## src/rtl/ahb_gpio_bridge.sv

```systemverilog
// ahb_gpio_bridge: AHB-Lite slave front-end for the GPIO register bank.
// Turns AHB address/data phases into the GPIO's native word-addressed port,
// owning pipelining, read wait states and the bus response.
// Optional feature macro: AHB_GPIO_BRIDGE_ERR_EN. When defined, misaligned
// accesses and HSIZE > 2 get a two-cycle ERROR response and cause no access.
module ahb_gpio_bridge #(
    parameter int ADDR_WIDTH = 8,
    parameter int READ_WAIT  = 0
) (
    input  logic                  clk,
    input  logic                  rstn,
    input  logic                  HSEL,
    input  logic [31:0]           HADDR,
    input  logic [1:0]            HTRANS,
    input  logic [2:0]            HSIZE,
    input  logic                  HWRITE,
    input  logic                  HREADY,
    input  logic [31:0]           HWDATA,
    output logic [31:0]           HRDATA,
    output logic                  HREADYOUT,
    output logic                  HRESP,
    output logic [ADDR_WIDTH-1:0] addrIn,
    output logic [ADDR_WIDTH-1:0] addrOut,
    output logic [3:0]            sizeDecode,
    output logic [31:0]           dataIn,
    input  logic [31:0]           dataOut
);

    typedef enum logic [2:0] {
        ST_IDLE   = 3'd0,
        ST_WR     = 3'd1,
        ST_RD     = 3'd2,
        ST_RDWAIT = 3'd3,
        ST_ERR1   = 3'd4,
        ST_ERR2   = 3'd5
    } state_t;

    state_t                  state_r;
    state_t                  state_next_s;
    logic                    accept_s;
    logic                    open_s;
    logic                    bad_s;
    logic                    wr_take_s;
    logic                    rd_take_s;
    logic                    err_take_s;
    logic [ADDR_WIDTH-1:0]   addr_in_r;
    logic [ADDR_WIDTH-1:0]   addr_out_r;
    logic [3:0]              lane_r;
    logic [31:0]             wdata_hold_r;
    logic                    unused_s;

    // Byte-lane mask for a transfer; sizes above a word are treated as a word.
    function automatic logic [3:0] lane_decode(input logic [2:0] size, input logic [1:0] low);
        logic [3:0] lanes;
        case (size)
            3'd0:    lanes = 4'b0001 << low;
            3'd1:    lanes = low[1] ? 4'b1100 : 4'b0011;
            3'd2:    lanes = 4'b1111;
            default: lanes = 4'b1111;
        endcase
        return lanes;
    endfunction

`ifdef AHB_GPIO_BRIDGE_ERR_EN
    // A transfer the GPIO cannot serve: unaligned halfword/word or oversize.
    function automatic logic misaligned(input logic [2:0] size, input logic [1:0] low);
        logic bad;
        case (size)
            3'd0:    bad = 1'b0;
            3'd1:    bad = low[0];
            3'd2:    bad = (low != 2'b00);
            default: bad = 1'b1;
        endcase
        return bad;
    endfunction

    assign bad_s = misaligned(HSIZE, HADDR[1:0]);
`else
    assign bad_s = 1'b0;
`endif

    // Only active transfers with the bus ready start an access.
    assign accept_s = HSEL & HTRANS[1] & HREADY;

    // Upper address bits and HTRANS[0] do not affect this slave.
    assign unused_s = ^{HADDR[31:ADDR_WIDTH+2], HTRANS[0]};

    // State register.
    always_ff @(posedge clk or negedge rstn) begin
        if (!rstn) begin
            state_r <= ST_IDLE;
        end else begin
            state_r <= state_next_s;
        end
    end

    // Accept qualification and next-state selection.
    always_comb begin
        open_s       = 1'b0;
        wr_take_s    = 1'b0;
        rd_take_s    = 1'b0;
        err_take_s   = 1'b0;
        state_next_s = state_r;

        // Wait and first error cycles hold the bus, so nothing new starts there.
        case (state_r)
            ST_IDLE, ST_WR, ST_RD, ST_ERR2: open_s = 1'b1;
            default:                        open_s = 1'b0;
        endcase

        if (open_s && accept_s) begin
            if (bad_s) begin
                err_take_s = 1'b1;
            end else if (HWRITE) begin
                wr_take_s = 1'b1;
            end else begin
                rd_take_s = 1'b1;
            end
        end else begin
            err_take_s = 1'b0;
        end

        case (state_r)
            ST_RDWAIT: state_next_s = ST_RD;
            ST_ERR1:   state_next_s = ST_ERR2;
            ST_IDLE, ST_WR, ST_RD, ST_ERR2: begin
                if (err_take_s) begin
                    state_next_s = ST_ERR1;
                end else if (wr_take_s) begin
                    state_next_s = ST_WR;
                end else if (rd_take_s) begin
                    state_next_s = (READ_WAIT != 0) ? ST_RDWAIT : ST_RD;
                end else begin
                    state_next_s = ST_IDLE;
                end
            end
            default:   state_next_s = ST_IDLE;
        endcase
    end

    // Capture addresses/lanes at accept and remember the last written data.
    always_ff @(posedge clk or negedge rstn) begin
        if (!rstn) begin
            addr_in_r    <= {ADDR_WIDTH{1'b0}};
            addr_out_r   <= {ADDR_WIDTH{1'b0}};
            lane_r       <= 4'b0000;
            wdata_hold_r <= 32'h0000_0000;
        end else begin
            if (wr_take_s) begin
                addr_in_r <= HADDR[ADDR_WIDTH+1:2];
                lane_r    <= lane_decode(HSIZE, HADDR[1:0]);
            end
            if (rd_take_s) begin
                addr_out_r <= HADDR[ADDR_WIDTH+1:2];
            end
            if (state_r == ST_WR) begin
                wdata_hold_r <= HWDATA;
            end
        end
    end

    // Data-phase outputs: write strobes and read data only in their phase.
    always_comb begin
        sizeDecode = 4'b0000;
        dataIn     = wdata_hold_r;
        HRDATA     = 32'h0000_0000;
        HREADYOUT  = 1'b1;
        case (state_r)
            ST_WR: begin
                sizeDecode = lane_r;
                dataIn     = HWDATA;
            end
            ST_RD:     HRDATA    = dataOut;
            ST_RDWAIT: HREADYOUT = 1'b0;
            ST_ERR1:   HREADYOUT = 1'b0;
            default:   HREADYOUT = 1'b1;
        endcase
    end

`ifdef AHB_GPIO_BRIDGE_ERR_EN
    assign HRESP = (state_r == ST_ERR1) || (state_r == ST_ERR2);
`else
    assign HRESP = 1'b0;
`endif

    assign addrIn  = addr_in_r;
    assign addrOut = addr_out_r;

endmodule

```

## config.mk

```make
export PLATFORM = sky130hd
export DESIGN_NAME = ahb_gpio_bridge
export DESIGN_NICKNAME = d
export VERILOG_FILES = /design/src/rtl/ahb_gpio_bridge.sv
export SDC_FILE = /design/constraint.sdc
export NUM_CORES = 1
export LEC_CHECK = 0
export ABC_CLOCK_PERIOD_IN_PS = 2050
export BUFFER_PORTS_ARGS = -buffer_cell sky130_fd_sc_hd__buf_2
export CAP_MARGIN = 0
export CORE_MARGIN = 1
export CORE_UTILIZATION = 39
export DETAILED_ROUTE_END_ITERATION = 8
export PLACE_DENSITY_LB_ADDON = 0.1
export SYNTH_ARGS = -nofsm -noshare
export SYNTH_HDL_FRONTEND = slang
export SYNTH_SLANG_ARGS = --single-unit
```

## constraint.sdc

```tcl
create_clock -name clk -period 2.05 [get_ports clk]
set_input_delay 0.41 -clock clk [delete_from_list [all_inputs] [get_ports clk]]
set_output_delay 0.41 -clock clk [all_outputs]
set_load 0.05 [all_outputs]
```

After elaboration in Yosys (flattened, before gate mapping)
Cells that the tools add are included.
{"block": "op_classes", "add_sub_neg": 0, "n_mul": 0, "div_mod_pow": 0, "n_lt_le_gt_ge": 0, "n_eq_ne": 6, "shift": 1, "n_mux": 14, "bitwise": 2, "reduce_logical": 5}
{"operator": "32-bit 2-to-1 mux", "n": 2}
{"operator": "3-bit one-hot mux with 3 select lines", "n": 1}
{"operator": "4-bit 2-to-1 mux", "n": 2}
{"operator": "4-bit one-hot mux with 2 select lines", "n": 1}
{"operator": "3-bit by 1-bit equality test with 1-bit output (second input constant)", "n": 2}
{"operator": "3-bit by 2-bit equality test with 1-bit output (second input constant)", "n": 2}
{"operator": "3-bit equality test (second input constant)", "n": 2}
{"operator": "3-bit zero test", "n": 2}
{"operator": "1-bit 2-to-1 mux", "n": 6}
{"operator": "2-bit 2-to-1 mux", "n": 2}
{"operator": "4-bit OR reduction", "n": 1}
{"operator": "1-bit by 2-bit << shifter with 4-bit output (first input constant)", "n": 1}
{"operator": "1-bit AND", "n": 2}
{"operator": "2-bit OR reduction", "n": 1}
{"operator": "1-bit logical AND", "n": 1}
{"block": "word_totals", "register_bits": 55, "latch_bits": 0, "mem_bits_rw": 0, "rom_bits": 0, "input_bits": 106, "output_inout_bits": 86, "wordCells": 33, "n_memories": 0}

Depth between registers and ports, before layout
Gate-level depths: netlist of run 1.
{"block": "logic_depth", "ltp_word": 8, "depth_mapped": 4, "ltp_nobuf": 3}

Least setup slack after synthesis of run 1
Ideal clock, no wire load.
{"block": "synth_path", "kind": "flip-flop to output port", "startpoint": "reg state_r[1]", "endpoint": "out dataIn[10]", "arrival_ns": 1.474, "setup_slack_ns": 0.166, "stages_incl_launch_ff": 5, "n_path_buf": 2, "cell_sequence": "dfrtp_1 > nor3b_1 > buf_2 > buf_2 > mux2_2"}
{"block": "synth_via", "elab_chain_len": 2}
{"element": "start: declaration", "line_no": "38", "text": "state_t state_r;"}
{"element": "start signal: assignment", "line_no": "93", "text": "state_r <= state_next_s;"}
{"element": "3-bit by 1-bit equality test with 1-bit output", "line_no": "168", "text": "case (state_r)"}
{"element": "32-bit 2-to-1 mux", "line_no": "168"}
{"element": "end: declaration", "line_no": "25", "text": "output logic [31:0] dataIn,"}
Every way passes these cells.

Worst setup path in the final report of run 1
{"block": "layout_path", "startpoint": "reg state_r[2]", "endpoint": "out dataIn[3]"}
The elaborated chain is that of the path after synthesis.

==> run_results.csv, run 1 <==
group,metric,value,unit
outcome,violations,"negative setup slack",
pwr,seqPwrFrac,37.5,%
job,cap_violations,0,
pwr,power.density,918,nW/um2
critical_path,path_common_cell,"buf_6",
floorplanning,core-area,5920,um2
finish,n_antenna_cell,0,
clock_network,htree_levels,2,
floorplanning,dieArea,6450,um2
critical_path,worstPathArrival,1.77,ns
finish,fillCellCount,453,
pwr,p_leak,0.00202,uW
clock_network,insertion_delay,0.29,ns
routing,vias,1983,
finish,multiInputGateArea,1050,um2
pwr,vdd_drop_max,0.628,mV
clock_network,clockRootBuffer,"clkbuf_8",
finish,final_net_count,461,
sta,setup_viol,35,
critical_path,cp.required,1.64,ns
global_routing,overflow,0,
floorplanning,start_util,40.4,%
routing,via_per_inst,4.62,
hold_path,hold_path_class,"input port to asynchronous set/reset pin",
global_routing,grt_pass1_wl,8920,um
synthesis,syn_area_per_cell,13.7,um2
synthesis,postSynthNetCount,280,
critical_path,crit_start,"state_r[2]$_DFF_PN0_",
synthesis,synth-seq-cells,55,
finish,seqCellArea,1380,um2
routing,drt_pass1_iterations,4,
synthesis,synthCells,174,
sta,slew_viol_final,0,
critical_path,reg2reg_from,"state_r[2]$_DFF_PN0_",
place,gp_congestion,0.731,
critical_path,reg2regPathDepth,5,
critical_path,crit_buf_inv,3,
finish,drive_gt1_share,72.0,%
critical_path,crit_chain,"nor3b_4 -> buf_6 -> buf_16 -> mux2_2 -> buf_6",
clock_network,cts_tree,"done",
floorplanning,die_h,80.3,um
finish,final_common_cell,"buf_2",
sta,tightestPinTransition,0.594,ns
global_routing,grt_antenna_before_repair,0,
global_routing,grt_pass1_vias,1889,
sta,finalCriticalPeriod,2.18,ns
floorplanning,ioPinCount,192,
clock_network,path_clk_slew,0.09,ns
critical_path,critPathKind,"register to output port",
critical_path,timing.rr.end,"addrOut[1]$_DFFE_PN0P_",
sta,maxSlewHeadroom,60.4,%
clock_network,cts_sinks,55,
critical_path,crit_fanout,9,
critical_path,cpPeakStageDelay,0.43,ns
synthesis,ys_top_cells_by_area,"dfrtp_1, mux2_2, and2_1",
global_routing,grt_use_total,18.6,%
floorplanning,die_w,80.3,um
routing,ant_nets,0,
sta,fin_crit_sh,107,%
critical_path,critPathLaunchType,"register",
place,hpwl,3990,um
finish,area_growth,69.0,%
pwr,p_comb_share,48.1,%
synthesis,synth_cell_types,21,
critical_path,cp-endpoint,"dataIn[3]",
critical_path,slowest_stage,"dfrtp_2",
sta,fin_ws,-0.133,ns
routing,drcViolationCount,0,
clock_network,max-clock-path-buffers,2,
clock_network,cts_made_buffers,5,
place,io_buffers,167,
synthesis,synth.yosys.seq_area_share,57.5,%
sta,skew,0.00236,ns
finish,layout_common_cells,"buf_2, dfrtp_1, buf_6, mux2_2, and2_1",
routing,wl_per_cell,14.6,um
synthesis,synth_area,2390,um2
sta,rsz0062_at_grt,"true",
synthesis,synth_top_area_share,57.5,%
pwr,clkPwrFrac,14.5,%
routing,routed_wl,6240,um
critical_path,end_kind,"output port",
sta,holdWs,0.111,ns
critical_path,crit_family,"buffers and inverters",
finish,final_core_util,68.3,%
pwr,internal-power,2190,uW
global_routing,grt_max_degree,32,
critical_path,cp.depth,5,
synthesis,yosysWarnings,0,
pwr,p_sw,1510,uW
routing,drt_iter0_drc,17,
sta,fmax,0.458,GHz
outcome,status,"finished with violations",
pwr,switching_share,40.8,%
critical_path,r2r_setup_slack,0.13,ns
synthesis,yosysTopAreaCell,"dfrtp_1",
sta,hold_viol,0,
floorplanning,num_rows,28,
## repair_timing
item,CTS,global route
endpoints found under the hold margin,0,0
setup endpoints to repair,68,69
gates resized for setup,128,29
setup buffers,5,1
pin swaps,1,3
hold buffers,0,0
gates cloned,4,2
## power groups by stage
| stage | logic (uW) | registers [uW] | clock network [uW] |
|---|---|---|---|
| 6_report | 1780 | 1390 | 536 |
| 2_1_floorplan | 886 | 1640 | 0 |
| 5_1_grt | 1850 | 1420 | 598 |
| 3_5_place_dp | 1490 | 1410 | 0 |
| 3_3_place_gp | 1470 | 1400 | 0 |
| 4_1_cts | 1730 | 1390 | 558 |
## synthesized netlist by cell type (all sizes together)
| master | number |
|---|---|
| mux2 | 53 |
| buf | 6 |
| or2 | 1 |
| inv | 2 |
| a21oi | 1 |
| and2b | 1 |
| a2bb2oi | 1 |
| clkbuf | 3 |
| nor2b | 2 |
| nand3 | 1 |
| and2 | 37 |
| nor3b | 2 |
| o21ai | 4 |
| nor3 | 2 |
| dfrtp | 55 |
| conb | 1 |
| nor2 | 2 |
## registers in the layout, summed over array words and instances (netlist names)
signal	count
addrIn	8
state_r	3
wdata_hold_r	32
lane_r	4
addrOut	8
## layout make-up
type / count / share of cell area, %
repair buffers: 180 / 35.6
flip-flops and latches: 55 / 34.1
multi-input cells: 111 / 26.0
well taps: 75 / 2.32
clock buffers: 6 / 1.80
inverters: 2 / 0.186
## worst min path at each step
stage               startpoint                         to  slack [ns]
floorplan                 rstn      addrIn[0]$_DFFE_PN0P_        0.11
global placement          rstn  wdata_hold_r[8]$_DFF_PN0_        0.44
detailed placement        rstn  wdata_hold_r[8]$_DFF_PN0_        0.44
CTS                       rstn  wdata_hold_r[8]$_DFF_PN0_        0.12
global route              rstn  wdata_hold_r[7]$_DFF_PN0_        0.14
finish                    rstn  wdata_hold_r[7]$_DFF_PN0_        0.11
## logic make-up after synthesis
logic type | synth area share (%)
multiplexers | 25.1
other | 0.157
AO/OA/AOI/OAI | 1.41
buffers and inverters | 2.41
AND/OR/NAND/NOR | 13.4
flip-flops | 57.5
## worst reg2reg max path, stage by stage, from the launching register on
cell     delay [ns]
dfrtp_2        0.43
buf_4          0.15
buf_4          0.13
mux2_4         0.30
nor3_4         0.42
mux2_2         0.39
## layer usage
layer | global-route usage [%] | share of wire (%) | vias up
met3 | 5.45 | 7.7 | 5
met2 | 34.9 | 55 | 96
met1 | 20.1 | 36 | 939
li1 | - | - | 943
met4 | 5.00 | 0.77 | 0
met5 | 0 | 0 | -
## stage by stage
stage | cells | setup TNS, ns | instance area (um2) | worst slack [ns] | total power [uW]
floorplan | 174 | 0 | 2390 | 0.166 | 2530
global placement | 411 | 0 | 3340 | 0.115 | 2870
detailed placement | 411 | 0 | 3340 | 0.116 | 2890
CTS | 426 | -4.07 | 3900 | -0.147 | 3680
global route | 429 | -8.03 | 4040 | -0.198 | 3870
finish | 429 | -3.69 | 4040 | -0.133 | 3710
Note: power is estimated with default switching activity, not from simulation.
==> run 2, diff against run 1 <==
--- a/config.mk
+++ b/config.mk
@@ -8,8 +8,10 @@
 export ABC_CLOCK_PERIOD_IN_PS = 2050
 export BUFFER_PORTS_ARGS = -buffer_cell sky130_fd_sc_hd__buf_2
 export CAP_MARGIN = 0
+export CELL_PAD_IN_SITES_DETAIL_PLACEMENT = 1
+export CELL_PAD_IN_SITES_GLOBAL_PLACEMENT = 1
 export CORE_MARGIN = 1
-export CORE_UTILIZATION = 39
+export CORE_UTILIZATION = 28
 export DETAILED_ROUTE_END_ITERATION = 8
 export PLACE_DENSITY_LB_ADDON = 0.1
 export SYNTH_ARGS = -nofsm -noshare
==> run_results.csv, run 2 (synthesized netlist as in run 1, its figures left out) <==
group,metric,value,unit
pwr,power.density,884,nW/um2
sta,holdWs,0.0736,ns
critical_path,path_common_cell,"buf_6",
global_routing,overflow,0,
hold_path,hold_path_class,"input port to asynchronous set/reset pin",
sta,hold_viol,0,
sta,rsz0062_at_grt,"true",
critical_path,cp.depth,5,
routing,ant_nets,0,
critical_path,crit_fanout,11,
routing,drcViolationCount,0,
critical_path,worstPathArrival,1.80,ns
sta,skew,0.00781,ns
floorplanning,die_w,94.4,um
global_routing,grt_pass1_wl,11800,um
global_routing,grt_use_total,17.6,%
outcome,violations,"negative setup slack",
clock_network,cts_tree,"done",
clock_network,cts_sinks,55,
finish,final_net_count,463,
finish,final_common_cell,"buf_2",
finish,drive_gt1_share,81.3,%
job,cap_violations,0,
critical_path,cp-endpoint,"dataIn[13]",
routing,via_per_inst,4.40,
sta,setup_viol,36,
finish,n_antenna_cell,0,
floorplanning,start_util,29.0,%
clock_network,cts_made_buffers,5,
critical_path,timing.rr.end,"addrIn[5]$_DFFE_PN0P_",
place,io_buffers,167,
clock_network,max-clock-path-buffers,2,
routing,routed_wl,7780,um
sta,fmax,0.453,GHz
pwr,p_leak,0.00216,uW
critical_path,slowest_stage,"dfrtp_1",
sta,finalCriticalPeriod,2.21,ns
sta,tightestPinTransition,0.565,ns
routing,vias,2035,
global_routing,grt_antenna_before_repair,0,
global_routing,grt_pass1_vias,2218,
critical_path,crit_family,"buffers and inverters",
outcome,status,"finished with violations",
sta,slew_viol_final,0,
floorplanning,die_h,94.4,um
critical_path,reg2regPathDepth,5,
floorplanning,dieArea,8920,um2
clock_network,path_clk_slew,0.11,ns
routing,drt_iter0_drc,30,
clock_network,clockRootBuffer,"clkbuf_8",
floorplanning,num_rows,33,
global_routing,grt_max_degree,34,
sta,fin_crit_sh,108,%
critical_path,reg2reg_from,"state_r[0]$_DFF_PN0_",
critical_path,r2r_setup_slack,0.30,ns
critical_path,crit_buf_inv,3,
pwr,vdd_drop_max,0.563,mV
critical_path,end_kind,"output port",
place,preCtsSetupSlack,0.0551,ns
critical_path,critPathKind,"register to output port",
finish,largest_register_ffs,32,
sta,fin_ws,-0.160,ns
critical_path,cp.required,1.64,ns
routing,drt_pass1_iterations,3,
finish,layout_common_cells,"buf_2, dfrtp_1, buf_8, and2_4, mux2_2",
floorplanning,ioPinCount,192,
floorplanning,core-area,8260,um2
sta,maxSlewHeadroom,62.4,%
finish,area_growth,84.3,%
place,hpwl,5020,um
critical_path,crit_chain,"nor3b_4 -> buf_6 -> buf_12 -> mux2_2 -> buf_6",
finish,fillCellCount,881,
place,gp_congestion,0.678,
critical_path,cpPeakStageDelay,0.42,ns
clock_network,htree_levels,2,
critical_path,crit_start,"state_r[2]$_DFF_PN0_",
critical_path,critPathLaunchType,"register",
finish,regMostFlops,"wdata_hold_r",
routing,wl_per_cell,16.8,um
clock_network,insertion_delay,0.31,ns
## run 2: where the power goes
part | internal (uW) | switching, uW | leakage, uW | total (uW)
combinational | 721 | 1160 | 0.00145 | 1880
sequential | 1310 | 82.3 | 0.000658 | 1390
clock | 248 | 377 | 0.0000461 | 625
total | 2280 | 1620 | 0.00216 | 3900
## run 2: metal layers
| metal | GRT usage (%) | up-vias | wire length (um) |
|---|---|---|---|
| met5 | 0 | - | 0 |
| met4 | 4.62 | 0 | 112 |
| met3 | 4.99 | 10 | 563 |
| met2 | 32.4 | 85 | 4200 |
| met1 | 19.8 | 991 | 2910 |
| li1 | - | 949 | - |
## run 2: repair_timing
action | CTS | global route
hold buffers | 0 | 0
resized for setup | 224 | 35
pin swaps | 8 | 6
buffers inserted | 4 | 2
setup endpoints to repair | 68 | 69
gates cloned | 4 | 1
## run 2: final cells by class
type / count / area [um2] / area share, %
multi-input cells: 111 / 1190 / 26.9
repair buffers: 182 / 1610 / 36.6
flip-flops and latches: 55 / 1380 / 31.3
clock buffers: 5 / 68.8 / 1.56
inverters: 2 / 7.51 / 0.170
clock inverters: 3 / 23.8 / 0.539
well taps: 105 / 131 / 2.98
## run 2: worst min-delay path by stage
stage,end,slack (ns),startpoint,cells after the start
2_1_floorplan,addrIn[0]$_DFFE_PN0P_,0.11,rstn,0
3_3_place_gp,addrIn[5]$_DFFE_PN0P_,0.43,rstn,1
3_5_place_dp,addrIn[6]$_DFFE_PN0P_,0.43,rstn,1
6_report,addrIn[6]$_DFFE_PN0P_,0.07,rstn,1
4_1_cts,addrIn[6]$_DFFE_PN0P_,0.08,rstn,1
5_1_grt,addrIn[6]$_DFFE_PN0P_,0.10,rstn,1
## run 2: metrics by stage
stage                     TNS [ns]  instances  total power, uW  area, um2  util, %
after CTS                    -4.77        461             3900       4280     51.8
after floorplan                  0        174             2530       2390        -
after detailed placement         0        445             2910       3400     41.2
after global placement           0        445             2880       3400     41.2
after global routing         -8.96        463             4080       4410     53.4
final                        -4.24        463             3900       4410     53.4
==> run 3, diff against run 2 <==
--- a/config.mk
+++ b/config.mk
@@ -5,15 +5,18 @@
 export SDC_FILE = /design/constraint.sdc
 export NUM_CORES = 1
 export LEC_CHECK = 0
+export ABC_AREA = 1
 export ABC_CLOCK_PERIOD_IN_PS = 2050
 export BUFFER_PORTS_ARGS = -buffer_cell sky130_fd_sc_hd__buf_2
 export CAP_MARGIN = 0
 export CELL_PAD_IN_SITES_DETAIL_PLACEMENT = 1
 export CELL_PAD_IN_SITES_GLOBAL_PLACEMENT = 1
+export CORE_ASPECT_RATIO = 1.2
 export CORE_MARGIN = 1
-export CORE_UTILIZATION = 28
+export CORE_UTILIZATION = 27
 export DETAILED_ROUTE_END_ITERATION = 8
 export PLACE_DENSITY_LB_ADDON = 0.1
+export SETUP_SLACK_MARGIN = 0.3
 export SYNTH_ARGS = -nofsm -noshare
 export SYNTH_HDL_FRONTEND = slang
 export SYNTH_SLANG_ARGS = --single-unit
==> run_results.csv, run 3 <==
group,metric,value,unit
finish,final_net_count,625,
synthesis,synth_area,2630,um2
routing,routed_wl,9690,um
clock_network,path_clk_slew,0.08,ns
clock_network,insertion_delay,0.30,ns
pwr,total_power,4530,uW
sta,hold_viol,0,
sta,fmax,0.506,GHz
finish,n_antenna_cell,0,
clock_network,cts_sinks,55,
floorplanning,core-area,9470,um2
global_routing,grt_max_degree,56,
critical_path,cp.required,1.64,ns
place,io_buffers,167,
sta,fin_setup_tns,0,ns
pwr,clkPwrFrac,24.7,%
critical_path,crit_fanout,16,
synthesis,syn_area_per_cell,7.94,um2
global_routing,grt_use_total,16.4,%
critical_path,critPathKind,"register to output port",
critical_path,crit_buf_inv,4,
place,preCtsSetupSlack,0.159,ns
routing,ant_nets,0,
floorplanning,dieArea,10100,um2
floorplanning,die_w,92.1,um
place,gp_congestion,0.678,
routing,via_per_inst,4.33,
clock_network,htree_levels,2,
floorplanning,ioPinCount,192,
finish,area_growth,95.7,%
synthesis,ys_top_cells_by_area,"dfrtp_1, inv_1, nand2_1",
critical_path,slowest_stage,"dfrtp_1",
sta,finalCriticalPeriod,1.98,ns
routing,vias,2786,
global_routing,grt_pass1_vias,2667,
finish,final_core_util,54.3,%
synthesis,synth_top_area_share,52.4,%
finish,regMostFlops,"wdata_hold_r",
critical_path,cpPeakStageDelay,0.41,ns
synthesis,synthArstFlopShare,100,%
synthesis,synth_cell_types,19,
pwr,power.density,880,nW/um2
finish,largest_register_ffs,32,
job,cap_violations,0,
sta,fin_ws,0.0748,ns
global_routing,grt_antenna_before_repair,0,
pwr,p_leak,0.00276,uW
critical_path,end_kind,"output port",
floorplanning,start_util,27.8,%
clock_network,cts_tree,"done",
global_routing,grt_pass1_wl,13100,um
sta,slew_viol_final,0,
synthesis,yosysTopAreaCell,"dfrtp_1",
critical_path,crit_family,"buffers and inverters",
pwr,switching_share,40.1,%
pwr,seqPwrFrac,30.9,%
clock_network,clockRootBuffer,"clkbuf_16",
clock_network,max-clock-path-buffers,2,
global_routing,overflow,0,
finish,layout_common_cells,"buf_2, inv_1, buf_6, dfrtp_1, nand2_1",
synthesis,synth-seq-cells,55,
clock_network,cts_made_buffers,5,
sta,rsz0062_at_grt,"true",
finish,drive_gt1_share,61.0,%
sta,skew,0.0102,ns
critical_path,crit_chain,"inv_2 -> buf_4 -> nand3_4 -> buf_12 -> nor2_2 -> buf_6",
synthesis,synthCells,331,
critical_path,worstPathArrival,1.57,ns
routing,wl_per_cell,15.1,um
pwr,p_sw,1810,uW
synthesis,synth_edf_count,0,
synthesis,synth.yosys.seq_area_share,52.4,%
critical_path,critPathLaunchType,"register",
routing,drt_pass1_iterations,6,
pwr,internal-power,2710,uW
synthesis,synthTopCellsByCount,"inv_1, nand2_1, dfrtp_1",
sta,setup_viol,0,
hold_path,hold_path_class,"input port to asynchronous set/reset pin",
outcome,status,"finished, final reports clean",
sta,holdWs,0.109,ns
routing,drt_iter0_drc,53,
sta,fin_crit_sh,96.4,%
place,hpwl,5580,um
synthesis,synth-main-ff-cell,"dfrtp_1",
synthesis,postSynthNetCount,437,
routing,drcViolationCount,0,
pwr,vdd_drop_max,0.528,mV
synthesis,yosysWarnings,0,
finish,final_common_cell,"buf_2",
pwr,p_comb_share,44.3,%
floorplanning,num_rows,39,
floorplanning,die_h,110,um
synthesis,synth.most_common_cell,"inv_1",
-- run 3: layout make-up --
type | count | area (um2)
fillers | 1073 | 4320
flip-flops and latches | 55 | 1380
repair buffers | 195 | 1720
clock buffers | 5 | 125
inverters | 86 | 325
well taps | 123 | 154
multi-input cells | 176 | 1370
clock inverters | 3 | 71.3
-- run 3: routing by layer --
layer | global-route usage [%] | wire length [um]
met4 | 4.35 | 187
met2 | 30.1 | 5460
met1 | 19.3 | 3500
met5 | 0 | 0
met3 | 3.91 | 544
-- run 3: kinds of logic after synthesis --
kind of cell    synth area share [%]
other cells                    0.143
flops                           52.4
buf+inv                         16.1
compound gates                  11.6
simple gates                    19.8
-- run 3: final timing paths --
path	depth (start not counted)	slack (ns)	to	from
max	6	0.07	HRDATA[1]	state_r[2]$_DFF_PN0_
min	2	0.11	wdata_hold_r[9]$_DFF_PN0_	rstn
max reg2reg	9	0.48	addrIn[7]$_DFFE_PN0P_	state_r[0]$_DFF_PN0_
min reg2reg	2	0.48	addrOut[0]$_DFFE_PN0P_	addrOut[0]$_DFFE_PN0P_
max in group asynchronous	2	1.64	state_r[0]$_DFF_PN0_	rstn
min in group clk	3	0.37	wdata_hold_r[29]$_DFF_PN0_	HWDATA[29]
-- run 3: power by group through the flow --
stage / registers, uW / logic, uW / clock network [uW]
3_5_place_dp: 1390 / 1520 / 0
3_3_place_gp: 1390 / 1500 / 0
4_1_cts: 1380 / 1820 / 1160
2_1_floorplan: 1590 / 929 / 0
6_report: 1400 / 2010 / 1120
5_1_grt: 1420 / 2110 / 1190
-- run 3: worst reg2reg max path, cell delays in order (launching register included) --
cell and delay, ns:
dfrtp_2 0.43, buf_6 0.14, inv_4 0.05, buf_4 0.09
nand2_1 0.06, nand2_2 0.10, nand3_2 0.18, buf_4 0.27
nand2_1 0.09, o21ai_2 0.05
-- run 3: what timing repair did --
item,4_1_cts,5_1_grt
setup endpoints to repair,69,69
setup buffers,9,6
resized for setup,175,70
hold buffers,0,0
pin swaps,0,2
gates cloned,5,3
-- run 3: metrics by stage --
step | instances | cell area, um2
3_3_place_gp | 612 | 3750
6_report | 643 | 5140
4_1_cts | 634 | 4720
3_5_place_dp | 612 | 3750
2_1_floorplan | 331 | 2790
5_1_grt | 643 | 5140
